File: src/rtl/rs_enc_lane.sv
// Systematic Reed-Solomon encoder lane over GF(2^m).
// Message symbols stream in on the sink (sop/eop framed) and pass straight through. After eop,
// `check` parity symbols follow, highest-degree remainder coefficient first.
// Ports:
//   clk, reset (async, active-low)
//   sink_val/sink_sop/sink_eop/rsin : message sink, sink_ena is the ready back to the sender
//   source_val/source_sop/source_eop/rsout : codeword source, source_ena is downstream ready
//   frm_err : one-cycle pulse on a framing error
//   len_err : sticky overlength flag, cleared by the next accepted sop
module rs_enc_lane #(
  parameter int unsigned check     = 8,
  parameter int unsigned m         = 8,
  parameter int unsigned irrpol    = 285,
  parameter int unsigned genstart  = 0,
  parameter int unsigned rootspace = 1
) (
  input  logic         clk,
  input  logic         reset,
  input  logic         sink_val,
  input  logic         sink_sop,
  input  logic         sink_eop,
  output logic         sink_ena,
  input  logic [m-1:0] rsin,
  output logic         source_val,
  output logic         source_sop,
  output logic         source_eop,
  input  logic         source_ena,
  output logic [m-1:0] rsout,
  output logic         frm_err,
  output logic         len_err
);

  localparam int unsigned    CntW     = (check > 1) ? $clog2(check) : 1;
  localparam int unsigned    FieldN   = (32'd1 << m) - 32'd1;
  localparam logic [m-1:0]   PolyLow  = m'(irrpol);
  localparam logic [m-1:0]   LenLimit = m'(FieldN - check);

  // Shift-and-reduce multiply; also used at elaboration to build the generator.
  function automatic logic [m-1:0] gf_mul(input logic [m-1:0] a, input logic [m-1:0] b);
    logic [m-1:0] r;
    logic [m-1:0] x;
    r = '0;
    x = a;
    for (int i = 0; i < int'(m); i++) begin
      if (b[i]) r = r ^ x;
      x = x[m-1] ? ((x << 1) ^ PolyLow) : (x << 1);
    end
    return r;
  endfunction

  function automatic logic [m-1:0] alpha_pow(input int unsigned e);
    logic [m-1:0] r;
    r = m'(1);
    for (int unsigned i = 0; i < e; i++) r = gf_mul(r, m'(2));
    return r;
  endfunction

  // Coefficients g0..g(check-1) of the monic generator; the implicit x^check term is dropped.
  function automatic logic [check*m-1:0] gen_poly();
    logic [(check+1)*m-1:0] g;
    logic [m-1:0]           root;
    logic [m-1:0]           t;
    g = '0;
    g[m-1:0] = m'(1);
    for (int unsigned i = 0; i < check; i++) begin
      root = alpha_pow((genstart + i * rootspace) % FieldN);
      for (int j = int'(check); j >= 0; j--) begin
        t = gf_mul(root, g[j*m +: m]);
        if (j > 0) t = t ^ g[(j-1)*m +: m];
        g[j*m +: m] = t;
      end
    end
    return g[check*m-1:0];
  endfunction

  localparam logic [check*m-1:0] GenCoef = gen_poly();

  typedef enum logic [1:0] {StIdle, StData, StCheck} state_e;

  state_e                    state_q, state_d;
  logic [check-1:0][m-1:0]   p_q, p_d, p_upd;
  logic [CntW-1:0]           cnt_q, cnt_d;
  logic [m-1:0]              len_q, len_d, len_new;
  logic                      len_err_q, len_err_d;
  logic                      frm_err_q, frm_err_d;
  logic                      val_q, val_d, sop_q, sop_d, eop_q, eop_d;
  logic [m-1:0]              data_q, data_d;
  logic                      adv, acc, take;
  logic [m-1:0]              fb;

  // Output register may advance when empty or being drained this cycle.
  assign adv  = source_ena | ~val_q;
  assign acc  = sink_val & sink_ena;
  // Symbols that become part of a codeword; a stray non-sop symbol in idle is dropped.
  assign take = acc & (sink_sop | (state_q == StData));
  // A sop restarts the division, which is the same as starting from a cleared register.
  assign fb   = sink_sop ? rsin : (rsin ^ p_q[check-1]);

  always_comb begin
    p_upd    = '0;
    p_upd[0] = gf_mul(fb, GenCoef[0 +: m]);
    for (int i = 1; i < int'(check); i++) begin
      p_upd[i] = gf_mul(fb, GenCoef[i*m +: m]) ^ (sink_sop ? '0 : p_q[i-1]);
    end
  end

  assign len_new = sink_sop ? m'(1) : ((len_q == '1) ? len_q : len_q + 1'b1);

  // State register
  always_ff @(posedge clk or negedge reset) begin
    if (!reset) state_q <= StIdle;
    else        state_q <= state_d;
  end

  // Next-state logic
  always_comb begin
    state_d = state_q;
    unique case (state_q)
      StIdle, StData: if (take) state_d = sink_eop ? StCheck : StData;
      StCheck:        if (adv && (cnt_q == '0)) state_d = StIdle;
      default:        state_d = StIdle;
    endcase
  end

  // Datapath next-state
  always_comb begin
    p_d       = p_q;
    cnt_d     = cnt_q;
    len_d     = len_q;
    len_err_d = len_err_q;
    val_d     = val_q;
    sop_d     = sop_q;
    eop_d     = eop_q;
    data_d    = data_q;
    frm_err_d = acc & (((state_q == StIdle) & ~sink_sop) | ((state_q == StData) & sink_sop));
    if (adv) begin
      if (state_q == StCheck) begin
        data_d = p_q[check-1];
        val_d  = 1'b1;
        sop_d  = 1'b0;
        eop_d  = (cnt_q == '0);
        p_d    = p_q << m;
        if (cnt_q != '0) cnt_d = cnt_q - 1'b1;
      end else begin
        val_d = 1'b0;
        sop_d = 1'b0;
        eop_d = 1'b0;
        if (take) begin
          data_d    = rsin;
          val_d     = 1'b1;
          sop_d     = sink_sop;
          p_d       = p_upd;
          len_d     = len_new;
          len_err_d = (len_err_q & ~sink_sop) | (len_new > LenLimit);
          if (sink_eop) cnt_d = CntW'(check - 1);
        end
      end
    end
  end

  always_ff @(posedge clk or negedge reset) begin
    if (!reset) begin
      p_q       <= '0;
      cnt_q     <= '0;
      len_q     <= '0;
      len_err_q <= 1'b0;
      frm_err_q <= 1'b0;
      val_q     <= 1'b0;
      sop_q     <= 1'b0;
      eop_q     <= 1'b0;
      data_q    <= '0;
    end else begin
      p_q       <= p_d;
      cnt_q     <= cnt_d;
      len_q     <= len_d;
      len_err_q <= len_err_d;
      frm_err_q <= frm_err_d;
      val_q     <= val_d;
      sop_q     <= sop_d;
      eop_q     <= eop_d;
      data_q    <= data_d;
    end
  end

  // Outputs
  always_comb begin
    sink_ena   = adv & (state_q != StCheck);
    source_val = val_q;
    source_sop = sop_q;
    source_eop = eop_q;
    rsout      = data_q;
    frm_err    = frm_err_q;
    len_err    = len_err_q;
  end

endmodule

File: config.mk
export PLATFORM = sky130hd
export DESIGN_NAME = rs_enc_lane
export DESIGN_NICKNAME = d
export VERILOG_FILES = /design/src/rtl/rs_enc_lane.sv
export SDC_FILE = /design/constraint.sdc
export NUM_CORES = 1
export LEC_CHECK = 0
export CAP_MARGIN = 25
export CORE_MARGIN = 2
export CORE_UTILIZATION = 55
export CTS_CLUSTER_SIZE = 12
export DETAILED_ROUTE_END_ITERATION = 7
export DONT_BUFFER_PORTS = 1
export PLACE_DENSITY = 0.7
export SYNTH_ARGS = -nofsm -noshare
export SYNTH_HDL_FRONTEND = slang
export SYNTH_SLANG_ARGS = --single-unit
File: constraint.sdc
create_clock -name clk -period 3.6 [get_ports clk]
set_clock_uncertainty 0.15 [all_clocks]
set_input_delay 1.08 -clock clk [delete_from_list [all_inputs] [get_ports clk]]
set_output_delay 1.08 -clock clk [all_outputs]
set_load 0.02 [all_outputs]
==> metrics.csv, run 1 <==
stage,metric,value,unit
detailed_routing,Detail Route Antenna Nets,0,
timing,Slew Limit Fails,0,
timing,post-route minimum period,2.940,ns
clock_network,clock slew at reported path FFs,0.07,ns
floorplan,Chip Width,111.7,um
global_route,largest net degree at the start of global routing,91,
synthesis,synthesized cell area,0.006380,sq mm
synthesis,Synth warnings,0,
synthesis,ys async rst share,100.0,%
global_route,"Remaining Overflow, GRT",0,
global_route,global-route wire length before repair,26160,um
layout,Reg area,0.002252,sq mm
setup_path,critical path class,primary input to flop,
layout,area taken by multi-input logic gates,0.003887,sq mm
synthesis,syn nets,761,
setup_path,crit path DAT,3.05,ns
setup_path,CP max-delay cell,xnor3_1,
synthesis,register area share after synthesis,35.30,%
clock_network,CTS Buf Count,9,
timing,final setup margin,0.6598,ns
setup_path,CP required,3.71,ns
clock_network,clock tree from TritonCTS,yes,
setup_path,"Cell Chain, Critical Path",xor2_1 -> xnor3_1 -> xor2_1 -> nor2b_1 -> mux2i_1 -> a21oi_1 -> o31ai_1,
setup_path,Crit Path Max Fanout,8,
synthesis,Synth cell types,50,
clock_network,"Clk Latency, worst-skew pair",0.35,ns
synthesis,Post-synth EDFFs,0,
detailed_routing,Vias,5310,
placed_design,I/O Buffers,0,
synthesis,"Avg Cell Area, Syn",8.575,sq um
clock_network,H-Tree Depth,3,
global_route,gr usage total,26.32,%
timing,Worst Tran Pin Value,0.6480,ns
synthesis,"count leader, synth",nand2_1,
floorplan,core region area,0.01137,sq mm
global_route,vias in the first global route,4931,
setup_path,startpoint types,primary input,
global_route,initial antenna violation count,0,
placed_design,detailed placement HPWL,10750,um
layout,Antenna Cells,0,
layout,area grow syn2layout,6.374,%
timing,unrepaired setup endpoints after global routing,false,
placed_design,"worst slack, placed",0.3267,ns
setup_path,"most used cell, CP",xor2_1,
min_path,Worst Hold Class,primary input to async pin,
detailed_routing,Avg WL per Cell,18.32,um
setup_path,Critical Path End Type,flop,
synthesis,synth top area cells,"dfrtp_1, xnor2_1, nand2_1, xor2_1, a21oi_1",
synthesis,Synth area leader,dfrtp_1,
clock_network,CTS sink count,90,
layout,Layout Nets,738,
setup_path,WP buf/inv,0,
setup_path,"slowest stage delay, CP",0.64,ns
detailed_routing,DRC,0,
layout,share of cells above drive strength 1,8.127,%
clock_network,Clock Root Buffer,clkbuf_16,
synthesis,most instantiated cells after synthesis,"nand2_1, dfrtp_1, xnor2_1, nor2_1, a21oi_1",
synthesis,#FFs+latches synth,90,
floorplan,Initial Util,56.11,%
timing,TNS Setup,0,ns
clock_network,hold_buf cts,0,
layout,FILL cells,984,
timing,Fin Hold WS,0.2648,ns
status,status,completed,
timing,slew margin rel.,56.47,%
floorplan,Die Ht,111.7,um
synthesis,Synth Flop Type,dfrtp_1,
detailed_routing,TritonRoute pass-1 iters,5,
clock_network,Post-CTS Setup Bufs,0,
floorplan,DIE AREA,0.01248,sq mm
synthesis,Yosys top cell area share,35.30,%
floorplan,I/O pins,28,
timing,fmax,0.3401,GHz
detailed_routing,DRT iter0 DRCs,387,
clock_network,CTS Buffer Depth,2,
timing,final setup fails,0,
placed_design,Final GP Congestion,0.8566,
layout,post-layout util,59.69,%
job,max_cap viols,0,
floorplan,# rows,39,
timing,period utilization,81.67,%
detailed_routing,post-DR vias/cell,6.110,
timing,Fin. Hold Viols,0,
detailed_routing,"wirelength, routed",15920,um
clock_network,post-CTS resize count,0,
synthesis,Synth Instances,744,
setup_path,Top delay family on crit path,XOR/XNOR gates,
## cells in the final DEF, fill, tap and decap left out, drive strengths merged, types with 3 or more instances in the layout
cell / netlist / layout
a21oi: 59 / 59
a22o: 5 / 5
a31oi: 20 / 20
and2: 3 / 3
and3: 29 / 29
buf: 19 / 19
clkbuf: 34 / 11
dfrtp: 90 / 90
ha: 3 / 3
inv: 6 / 7
mux2i: 6 / 6
nand2: 128 / 128
nand2b: 6 / 6
nand3: 10 / 10
nor2: 65 / 65
nor2b: 9 / 9
nor3: 8 / 8
o21ai: 56 / 56
o221ai: 3 / 3
o31ai: 7 / 7
o41ai: 26 / 26
xnor2: 90 / 90
xnor3: 6 / 6
xor2: 36 / 36
## worst paths after layout
kind / start / to / slack, ns / cells past startpoint
hold reg to reg: p_q[15] / p_q[15] / 0.33 / 2
max in group asynchronous: reset / source_val / 2.88 / 0
hold / removal: reset / rsout[5] / 0.26 / 0
min in group clk: p_q[15] / p_q[15] / 0.33 / 2
setup reg to reg: p_q[60] / p_q[59] / 0.71 / 8
setup / recovery: rsin[6] / p_q[59] / 0.66 / 7
## registers in the layout, indices dropped and copies added (netlist names), 2 cells and up
register,flops
rsout,8
p_q,64
state_q,2
len_q,8
cnt_q,3
## logic make-up (layout without fill, tap and decap cells)
family,after synthesis,after routing,share of synthesized area (%)
simple gates,266,266,18.28
mux,6,6,0.9414
buf+inv,59,41,4.059
fa+ha+maj,3,3,0.5884
flops,90,90,35.30
compound gates,187,187,18.20
xor+xnor,133,133,22.63
## stage by stage
stage | cell area (sq um) | instances
global route | 6787 | 869
CTS | 6787 | 869
detailed placement | 6496 | 853
finish | 6787 | 869
global placement | 6496 | 853
floorplan | 6380 | 744
## final cells by class
cell class              instances  share of cell area (%)
multi-input cells             595                   57.28
flip-flops and latches         90                   33.19
clock buffers                  11                   3.724
well taps                     143                   2.636
repair buffers                 19                   2.286
clock inverters                 5                  0.5531
inverters                       6                  0.3319
## metal layers
metal	track usage (%)	vias up	wire length, um
met2	41.90	167	7435
met4	9.794	0	372
met1	36.65	2582	7191
met5	0	-	0
met3	3.919	36	917
li1	-	2525	-
Power of run 1 is not shown: default switching activity piles up to over one toggle a cycle in this logic, so the estimate is an artifact.
==> run 2: changes to the inputs <==
PLACE_DENSITY = 0.73   (was 0.7)
clock period = 2.5 ns   (was 3.6 ns; I/O delays follow)
==> metrics.csv, run 2 (same netlist as run 1, synthesis figures left out) <==
stage,metric,value,unit
floorplan,I/O pins,28,
timing,Worst Tran Pin Value,0.5536,ns
setup_path,"slowest stage delay, CP",0.43,ns
global_route,met2 usage,47.96,%
setup_path,startpoint types,flop,
layout,Largest Register,p_q,
layout,Antenna Cells,0,
floorplan,# rows,39,
setup_path,Worst Setup SP,p_q[62],
layout,most frequent cells in the layout,"nand2_1, dfrtp_1, buf_4",
global_route,vias in the first global route,5582,
global_route,global-route wire length before repair,29640,um
floorplan,DIE AREA,0.01248,sq mm
min_path,Worst Hold Class,primary input to async pin,
layout,max reg flops,64,
clock_network,CTS Buffer Depth,2,
detailed_routing,Detail Route Antenna Nets,0,
setup_path,reg2reg end,p_q[62],
floorplan,Chip Width,111.7,um
timing,final setup fails,2,
setup_path,critical path class,flop to flop,
setup_path,Crit Path Max Fanout,4,
clock_network,CTS Buf Count,9,
setup_path,crit path DAT,2.62,ns
floorplan,Initial Util,56.11,%
setup_path,Setup crit end,p_q[62],
detailed_routing,Avg WL per Cell,19.65,um
clock_network,clock slew at reported path FFs,0.07,ns
timing,unrepaired setup endpoints after global routing,true,
detailed_routing,TritonRoute pass-1 iters,5,
status,failing checks,"hold timing, setup timing",
layout,"leading cell type in the layout, fill and taps excluded",nand2_1,
detailed_routing,DRC,0,
setup_path,reg2reg path depth,10,
timing,Fin. Hold Viols,90,
timing,slew margin rel.,62.91,%
timing,fmax,0.3963,GHz
timing,final setup margin,-0.02315,ns
detailed_routing,"wirelength, routed",18470,um
detailed_routing,post-DR vias/cell,6.151,
floorplan,core region area,0.01137,sq mm
timing,post-route minimum period,2.523,ns
global_route,gr usage total,30.00,%
global_route,met3 usage in global routing,4.627,%
clock_network,H-Tree Depth,3,
global_route,met1 GRT Util,41.21,%
timing,Slew Limit Fails,0,
setup_path,CP max-delay cell,dfrtp_1,
layout,Layout Nets,811,
timing,Fin Hold WS,-0.05619,ns
global_route,GRT busiest layer,met2,
setup_path,FF-to-FF setup slack,-0.02,ns
detailed_routing,DRT iter0 DRCs,508,
clock_network,Clock Root Buffer,clkbuf_16,
global_route,initial antenna violation count,0,
layout,share of cells above drive strength 1,25.22,%
clock_network,"Clk Latency, worst-skew pair",0.35,ns
placed_design,I/O Buffers,0,
setup_path,"Cell Chain, Critical Path",buf_6 -> buf_6 -> xnor2_1 -> nor2_1 -> xnor2_2 -> xnor2_4 -> xnor2_1 -> xor2_2 -> a21oi_1 -> o41ai_2,
setup_path,Critical Path End Type,flop,
setup_path,CP required,2.60,ns
clock_network,CTS sink count,90,
layout,area grow syn2layout,26.14,%
placed_design,detailed placement HPWL,12270,um
job,max_cap viols,0,
status,status,"complete, but fails checks",
placed_design,Final GP Congestion,0.8933,
global_route,largest net degree at the start of global routing,91,
detailed_routing,Vias,5782,
floorplan,Die Ht,111.7,um
timing,period utilization,100.9,%
global_route,"Remaining Overflow, GRT",0,
clock_network,clock tree from TritonCTS,yes,
setup_path,worst reg2reg path startpoint,p_q[62],
-- run 2: critical path, delay by kind of cell, from the launching register on --
| family | cells | cell delay [ns] |
|---|---|---|
| xor+xnor | 5 | 1.11 |
| simple gates | 1 | 0.09 |
| compound gates | 2 | 0.36 |
| buf+inv | 2 | 0.27 |
| flops | 1 | 0.43 |
-- run 2: timing repair --
item,in CTS,in global routing
endpoints found under the setup margin,24,33
resized for setup,14,53
pin swaps,6,33
buffers inserted,6,12
hold endpoints to repair,90,90
-- run 2: worst min-delay path by stage --
stage	to	slack, ns
floorplan	p_q[14]	0.29
global placement	p_q[28]	0.31
detailed placement	p_q[28]	0.31
CTS	p_q[16]	-0.07
global route	p_q[26]	-0.07
finish	p_q[26]	-0.06
-- run 2: cell type report --
class | instances | area [sq um]
Clock buffer | 11 | 252.7
Clock inverter | 3 | 40.04
Fill cell | 789 | 3322
Inverter | 6 | 22.52
Multi-Input combinational cell | 595 | 4498
Sequential cell | 90 | 2258
Tap cell | 143 | 178.9
Timing Repair Buffer | 92 | 797.0
-- run 2: metal layers --
| layer | vias to the layer above | wire, um |
|---|---|---|
| li1 | 2660 | - |
| met1 | 2847 | 7623 |
| met2 | 236 | 9117 |
| met3 | 39 | 1223 |
| met4 | 0 | 507 |
| met5 | - | 0 |
-- run 2: through the flow --
step / TNS, ns / util (%) / instance area, sq um / setup WS, ns / cells
2_1_floorplan: -2.771 / - / 6709 / -0.2157 / 744
3_3_place_gp: -2.913 / 63.60 / 7231 / -0.3233 / 909
3_5_place_dp: -5.096 / 63.60 / 7231 / -0.3057 / 909
4_1_cts: -0.007532 / 67.37 / 7660 / -0.007532 / 929
5_1_grt: -0.7893 / 70.78 / 8048 / -0.1120 / 940
6_report: -0.04457 / 70.78 / 8048 / -0.02315 / 940
Power of run 2 is left out for the same reason.
==> run 3: changes to the inputs <==
GPL_TIMING_DRIVEN = 0   (was unset)
==> metrics.csv, run 3 (same netlist as run 1, synthesis figures left out) <==
stage,metric,value,unit
clock_network,clock tree from TritonCTS,yes,
setup_path,"Cell Chain, Critical Path",buf_8 -> buf_6 -> nor2_4 -> xor2_4 -> buf_6 -> xnor3_1 -> xnor3_1 -> nand2_2 -> xnor2_2 -> o21ai_1,
detailed_routing,DRC,0,
floorplan,I/O pins,28,
floorplan,DIE AREA,0.01248,sq mm
global_route,largest net degree at the start of global routing,91,
timing,Slew Limit Fails,0,
detailed_routing,Vias,6434,
floorplan,Chip Width,111.7,um
detailed_routing,"wirelength, routed",22760,um
layout,Largest Register,p_q,
setup_path,"slowest stage delay, CP",0.44,ns
global_route,initial antenna violation count,0,
clock_network,H-Tree Depth,3,
timing,fmax,0.3791,GHz
floorplan,Initial Util,56.11,%
setup_path,Crit Path Max Fanout,10,
layout,Final Instance Area,0.008558,sq mm
job,max_cap viols,0,
setup_path,crit path DAT,2.78,ns
layout,share of cells above drive strength 1,28.29,%
timing,slew margin rel.,46.25,%
detailed_routing,TritonRoute pass-1 iters,6,
status,status,"complete, but fails checks",
global_route,global-route wire length before repair,32460,um
timing,Fin. Hold Viols,90,
layout,area grow syn2layout,34.14,%
timing,TNS Setup,-0.9622,ns
layout,max reg flops,64,
setup_path,CP max-delay cell,xnor3_1,
clock_network,"Clk Latency, worst-skew pair",0.37,ns
clock_network,CTS sink count,90,
detailed_routing,Avg WL per Cell,23.63,um
placed_design,post-placement cell count,887,
global_route,gr usage total,33.64,%
status,failing checks,"hold timing, setup timing",
floorplan,# rows,39,
setup_path,CP required,2.64,ns
floorplan,core region area,0.01137,sq mm
global_route,vias in the first global route,5940,
detailed_routing,Detail Route Antenna Nets,0,
layout,final std cells w/o fill,963,
placed_design,Final GP Congestion,0.9786,
layout,Layout Nets,832,
clock_network,clock slew at reported path FFs,0.08,ns
timing,Worst Tran Pin Value,0.8062,ns
clock_network,CTS Buffer Depth,2,
floorplan,Die Ht,111.7,um
placed_design,detailed placement HPWL,13540,um
setup_path,startpoint types,primary input,
timing,final setup fails,18,
placed_design,I/O Buffers,0,
global_route,"Remaining Overflow, GRT",0,
timing,final setup margin,-0.1378,ns
setup_path,Critical Path End Type,flop,
layout,post-layout util,75.27,%
timing,post-route minimum period,2.638,ns
setup_path,critical path class,primary input to flop,
layout,most frequent cells in the layout,"nand2_1, dfrtp_1, nor2_1",
placed_design,Placement Cell Area,0.006888,sq mm
min_path,Worst Hold Class,primary input to async pin,
layout,"leading cell type in the layout, fill and taps excluded",nand2_1,
clock_network,CTS Buf Count,9,
detailed_routing,DRT iter0 DRCs,906,
detailed_routing,post-DR vias/cell,6.681,
clock_network,Clock Root Buffer,clkbuf_16,
timing,unrepaired setup endpoints after global routing,true,
layout,Antenna Cells,0,
timing,Fin Hold WS,-0.08314,ns
timing,period utilization,105.5,%
-- run 3: cell types whose count changed in the layout (fill, tap and decap cells not counted), sizes merged --
cell      previous run  this run
buf                 92        80
inv                  6         5
clkinvlp             0         3
clkbuf              11        43
bufinv               1         3
clkinv               2         1
-- run 3: final cells by class --
cell class                      count  area [sq um]
Buffer                             51         394.1
Clock buffer                       10         239.0
Clock inverter                      6         113.9
Fill cell                         698          2811
Inverter                            6         26.28
Multi-Input combinational cell    595          4791
Sequential cell                    90          2253
Tap cell                          143         178.9
Timing Repair Buffer               62         561.8
-- run 3: path summary, 6_finish.rpt --
| kind | from | to | slack (ns) | cells past startpoint |
|---|---|---|---|---|
| max reg2reg | p_q[59] | p_q[56] | -0.13 | 9 |
| min reg2reg | p_q[30] | p_q[30] | 0.34 | 2 |
| max in group asynchronous | reset | cnt_q[0] | 2.16 | 0 |
| min in group clk | p_q[30] | p_q[30] | 0.34 | 2 |
| min | reset | p_q[34] | -0.08 | 0 |
| max | sink_sop | p_q[11] | -0.14 | 10 |
-- run 3: through the flow --
stage               hold WS (ns)  setup WS (ns)
finish                  -0.08314        -0.1378
floorplan                 0.2931        -0.2157
global route            -0.08657        -0.2163
detailed placement        0.3081        -0.8219
global placement          0.3084        -0.7273
CTS                     -0.07537       -0.01515
-- run 3: metal layers --
| metal | part of all wire [%] | wire (um) | GRT usage [%] | vias up |
|---|---|---|---|---|
| met5 | 0 | 0 | 0 | - |
| met4 | 5.1 | 1171 | 17.04 | 0 |
| met3 | 11 | 2544 | 6.042 | 116 |
| met2 | 47 | 10680 | 53.25 | 513 |
| met1 | 37 | 8359 | 44.64 | 3096 |
| li1 | - | - | - | 2709 |
-- run 3: critical path: cells and delay by family --
kind	cells	cell delay, ns
buffers and inverters	3	0.44
AOI/OAI and AO/OA	1	0.15
xor gates and xnor gates	4	1.12
and+or+nand+nor	2	0.29
-- run 3: repair_timing --
item	in CTS	in global routing
pin swaps	25	45
buffers inserted	32	30
hold endpoints to repair	90	90
endpoints found under the setup margin	75	67
gates resized for setup	71	92
Power of run 3 is left out for the same reason.
==> patch 1 (config.mk and constraints of run 2) <==
Set the parameter `check` to 16 (it was 8).
--- a/src/rtl/rs_enc_lane.sv
+++ b/src/rtl/rs_enc_lane.sv
@@ -10,3 +10,3 @@
 module rs_enc_lane #(
-  parameter int unsigned check     = 8,
+  parameter int unsigned check     = 16,
   parameter int unsigned m         = 8,
Check against the original RTL: not equivalent (a bounded check fails within 4 cycles, from zero or initial values and one cycle with reset low).
==> patch 1 against run 2 <==
  * The run ends with design-rule violations, negative hold slack, negative setup slack left
  * Routed wire length up 120%
  * Via count is 89% higher
  * First-iteration DRC count increased to 3.4 times the old value
  * Critical path type unchanged
  * Critical endpoint is now p_q[100]
  * Final area increased by 81%
  * Setup slack worse by 0.45 ns
  * Area after synthesis is 61% higher
  * Sequential cell count up 65
  * Largest cell class unchanged
Power is not shown: default switching activity piles up to over one toggle a cycle in this logic, so the estimate is an artifact.
==> patch 1: results (changes against run 2) <==
multiInputGateArea_sq_um: 7850  # was 4500 sq um
ys_seq_area_share_pct: 37.8  # was 35.3%
areaGrowthSynthToFinish_pct: 41.9  # was 26.1%
startpoint: "p_q[125]"  # was p_q[62]
h-tree-depth: 4  # was 3
finalHoldViolations: 155  # was 90
status: "complete, but fails checks"  # unchanged
avgSynthCellArea_sq_um: 8.52  # was 8.58 sq um
drive_gt1_share_pct: 33.7  # was 25.2%
critPathSlowestCell: "dfrtp_2"  # was dfrtp_1
critPathMaxFanout: 5  # was 4
fillCellCount: 941  # was 789
grt_max_degree: 156  # was 91
largest_reg_flops: 128  # was 64
fin_hold_ws_ns: -0.159  # was -0.0562 ns
drtPass1Iterations: 8  # was 5
cts_buffers: 17  # was 9
reg2reg_to: "p_q[100]"  # was p_q[62]
violations: "design-rule violations, negative hold slack, negative setup slack"  # was negative hold slack, negative setup slack
worst_slew_pin_slew_ns: 0.918  # was 0.554 ns
setup_violations: 80  # was 2
finalWorstSetupSlack_ns: -0.476  # was -0.0231 ns
dpl.hpwl_mm: 20.5  # was 12.3 mm
drcViolationCount: 16  # was 0
synth_seq_cells: 155  # was 90
==> patch 1: changes by cell type after synthesis, sizes merged, moves of 10 or more <==
cell    delta
o31ai     +32
nand3     +10
a21oi     +58
a221oi    +11
xor2      +25
nor3b     +10
dfrtp     +65
nor2      +14
o41ai     -14
a31oi     +22
o21ai     +66
clkbuf    +37
nand2     +85
xnor2     +19
==> patch 1: logic make-up (layout without fill, tap and decap cells) <==
kind of cell / Yosys count / after routing / synth area share (%)
AND/OR/NAND/NOR: 382 / 382 / 16.0
AO/OA/AOI/OAI: 377 / 377 / 21.9
flip-flops: 155 / 155 / 37.8
adder cells (fa/ha/maj): 2 / 2 / 0.244
buffers and inverters: 97 / 238 / 3.88
multiplexers: 11 / 11 / 1.07
XOR/XNOR: 181 / 181 / 19.2
==> patch 1: what timing repair did <==
action                                 in CTS  in global routing
endpoints found under the hold margin     155                155
resized for setup                         120                193
cloned                                      0                  0
buffers inserted                           35                 39
setup endpoints to repair                  63                 85
pin swaps                                  62                 71
==> patch 2 (config.mk and constraints of run 2) <==
Without the edit above. Reset style: synchronous (`reset`), changed in 2 clocked blocks. Comments in the files are not updated.
--- a/src/rtl/rs_enc_lane.sv
+++ b/src/rtl/rs_enc_lane.sv
@@ -109,3 +109,3 @@
   // State register
-  always_ff @(posedge clk or negedge reset) begin
+  always_ff @(posedge clk) begin
     if (!reset) state_q <= StIdle;
@@ -160,3 +160,3 @@
 
-  always_ff @(posedge clk or negedge reset) begin
+  always_ff @(posedge clk) begin
     if (!reset) begin
Check against the original RTL: not equivalent (a bounded check fails within 4 cycles, from zero or initial values and one cycle with reset low; the reset may be asserted at any time).
==> patch 2 against run 2 <==
  * Synthesized cell count rose by 6.6%
  * Routed wire length rose by 0.75%
  * Critical path depth fell by 2
  * Setup slack got worse by 0.012 ns
  * First-iteration DRC count rose by 33%
  * Final area fell by 1.2%
  * The run ends with negative setup slack left
  * Sequential cell count did not move
  * Critical endpoint is now p_q[33]
  * Via count rose by 4.2%
  * Hold slack improved by 0.37 ns
  * Area after synthesis rose by 1.0%
==> patch 2: results (changes against run 2) <==
setup_violations: 3  # was 2
routedWlPerCell_um: 19.0  # was 19.7 um
grt_use_total_pct: 29.4  # was 30.0%
gp_congestion: 0.881  # was 0.893
ir_drop_v: 0.000605
largest-register: "p_q"  # unchanged
postSynth.asyncResetShare_pct: 0  # was 100%
ys_top_cells_by_area: "dfxtp_1 28%, a21oi_1 7.8%, xnor2_1 7.3%"  # was dfrtp_1 35%, xnor2_1 11%, nand2_1 7.5%
p_leak_nw: 3.12
largest_reg_flops: 64  # unchanged
n_antenna_cell: 0  # unchanged
dpl.hpwl_mm: 12.5  # was 12.3 mm
yosysUniqueCellTypes: 62  # was 50
cp_slowest_stage_delay_ns: 0.53  # was 0.43 ns
clk_pin_slew_ns: 0.07  # about the same
finalWorstSetupSlack_ns: -0.0353  # was -0.0231 ns
grt_first_pass_wirelength_mm: 29.5  # was 29.6 mm
yosys_warnings: 0  # unchanged
hold_path.class: "reg2reg"  # was in2async
worst_slew_pin_slew_ns: 0.490  # was 0.554 ns
violations: "negative setup slack"  # was negative hold slack, negative setup slack
drcViolationCount: 0  # unchanged
yosysTopAreaCellShare_pct: 28.0  # was 35.3%
critPathSlowestCell: "xor3_2"  # was dfrtp_1
viasPerCell: 6.14  # was 6.15
crit_arrival_ns: 2.68  # was 2.62 ns
routed_wl_mm: 18.6  # was 18.5 mm
critPathMaxFanout: 5  # was 4
drtPass1Iterations: 6  # was 5
portBuffers: 0  # unchanged
synth_common_cells: "101 x a21oi_1, 101 x nand2_1, 90 x dfxtp_1"  # was 128 x nand2_1, 90 x dfrtp_1, 77 x xnor2_1
cts_root_buf: "clkbuf_16"  # unchanged
synth_fp_nets: 810  # was 761
status: "complete, but fails checks"  # unchanged
fin_tns_setup_ns: -0.0616  # was -0.0446 ns
cts_buffers: 9  # unchanged
h-tree-depth: 3  # unchanged
clock_path_buffers: 2  # unchanged
synth_flop_cell: "dfxtp_1"  # was dfrtp_1
clock_latency_ns: 0.37  # was 0.35 ns
drt-initial-drc-count: 678  # was 508
nets: 850  # was 811
dp_cells: 956  # was 909
grt_pass1_vias: 5646  # was 5,582
avgSynthCellArea_sq_um: 8.13  # was 8.58 sq um
grt_max_degree: 61  # was 91
antenna_found_initial: 0  # unchanged
drive_gt1_share_pct: 24.7  # was 25.2%
ys_seq_area_share_pct: 28.0  # was 35.3%
patch 2: area by class of cell:
class / instances / area [sq um]
Clock buffer: 10 / 239
Inverter: 6 / 22.5
Fill cell: 870 / 3470
Multi-Input combinational cell: 633 / 4830
Clock inverter: 6 / 57.6
Timing Repair Buffer: 93 / 805
Sequential cell: 90 / 1810
Tap cell: 143 / 179
patch 2: cell families after synthesis:
kind of cell | synth area share, %
XOR/XNOR | 24.1
buffers and inverters | 4.43
multiplexers | 3.51
AND/OR/NAND/NOR | 16.5
flip-flops | 28.0
adder cells (fa/ha/maj) | 0.582
AO/OA/AOI/OAI | 22.9
patch 2: repair_timing:
item,4_1_cts,5_1_grt
setup endpoints to repair,18,30
buffers inserted,0,9
gates resized for setup,6,44
endpoints found under the hold margin,0,0
pin swaps,2,26
patch 2: metal layers:
layer	part of all wire [%]	wire, um	vias to the layer above	track usage (%)
met4	2.1	392	0	10.6
li1	-	-	2876	-
met3	6.5	1200	30	4.43
met2	48	8920	238	48.4
met1	43	8100	2883	39.5
met5	0	0	-	0
patch 2: where the power goes:
group          internal, mW  switching (mW)
registers              1.72           0.299
clock network         0.725           0.671
logic                  3.81            3.24
total                  6.25            4.21
patch 2: per-stage QoR:
step	cell area, sq um	total power, mW	worst slack (ns)
floorplan	6740	6.52	-0.434
global route	7950	11.1	-0.112
CTS	7650	9.69	-0.00727
detailed placement	7340	8.24	-0.339
global placement	7340	8.09	-0.288
finish	7950	10.5	-0.0353
patch 2: critical path: cells and delay by family (launching register included):
| family | cells | cell delay (ns) |
|---|---|---|
| XOR/XNOR | 4 | 1.00 |
| flip-flops | 1 | 0.38 |
| AND/OR/NAND/NOR | 3 | 0.80 |
| AO/OA/AOI/OAI | 1 | 0.13 |
patch 2: path summary, 6_finish.rpt:
kind | from | to | slack, ns | cells after the start
min reg2reg | p_q[55] | p_q[55] | 0.32 | 2
max reg2reg | p_q[62] | p_q[33] | -0.04 | 8
min | p_q[55] | p_q[55] | 0.32 | 2
max | p_q[62] | p_q[33] | -0.04 | 8
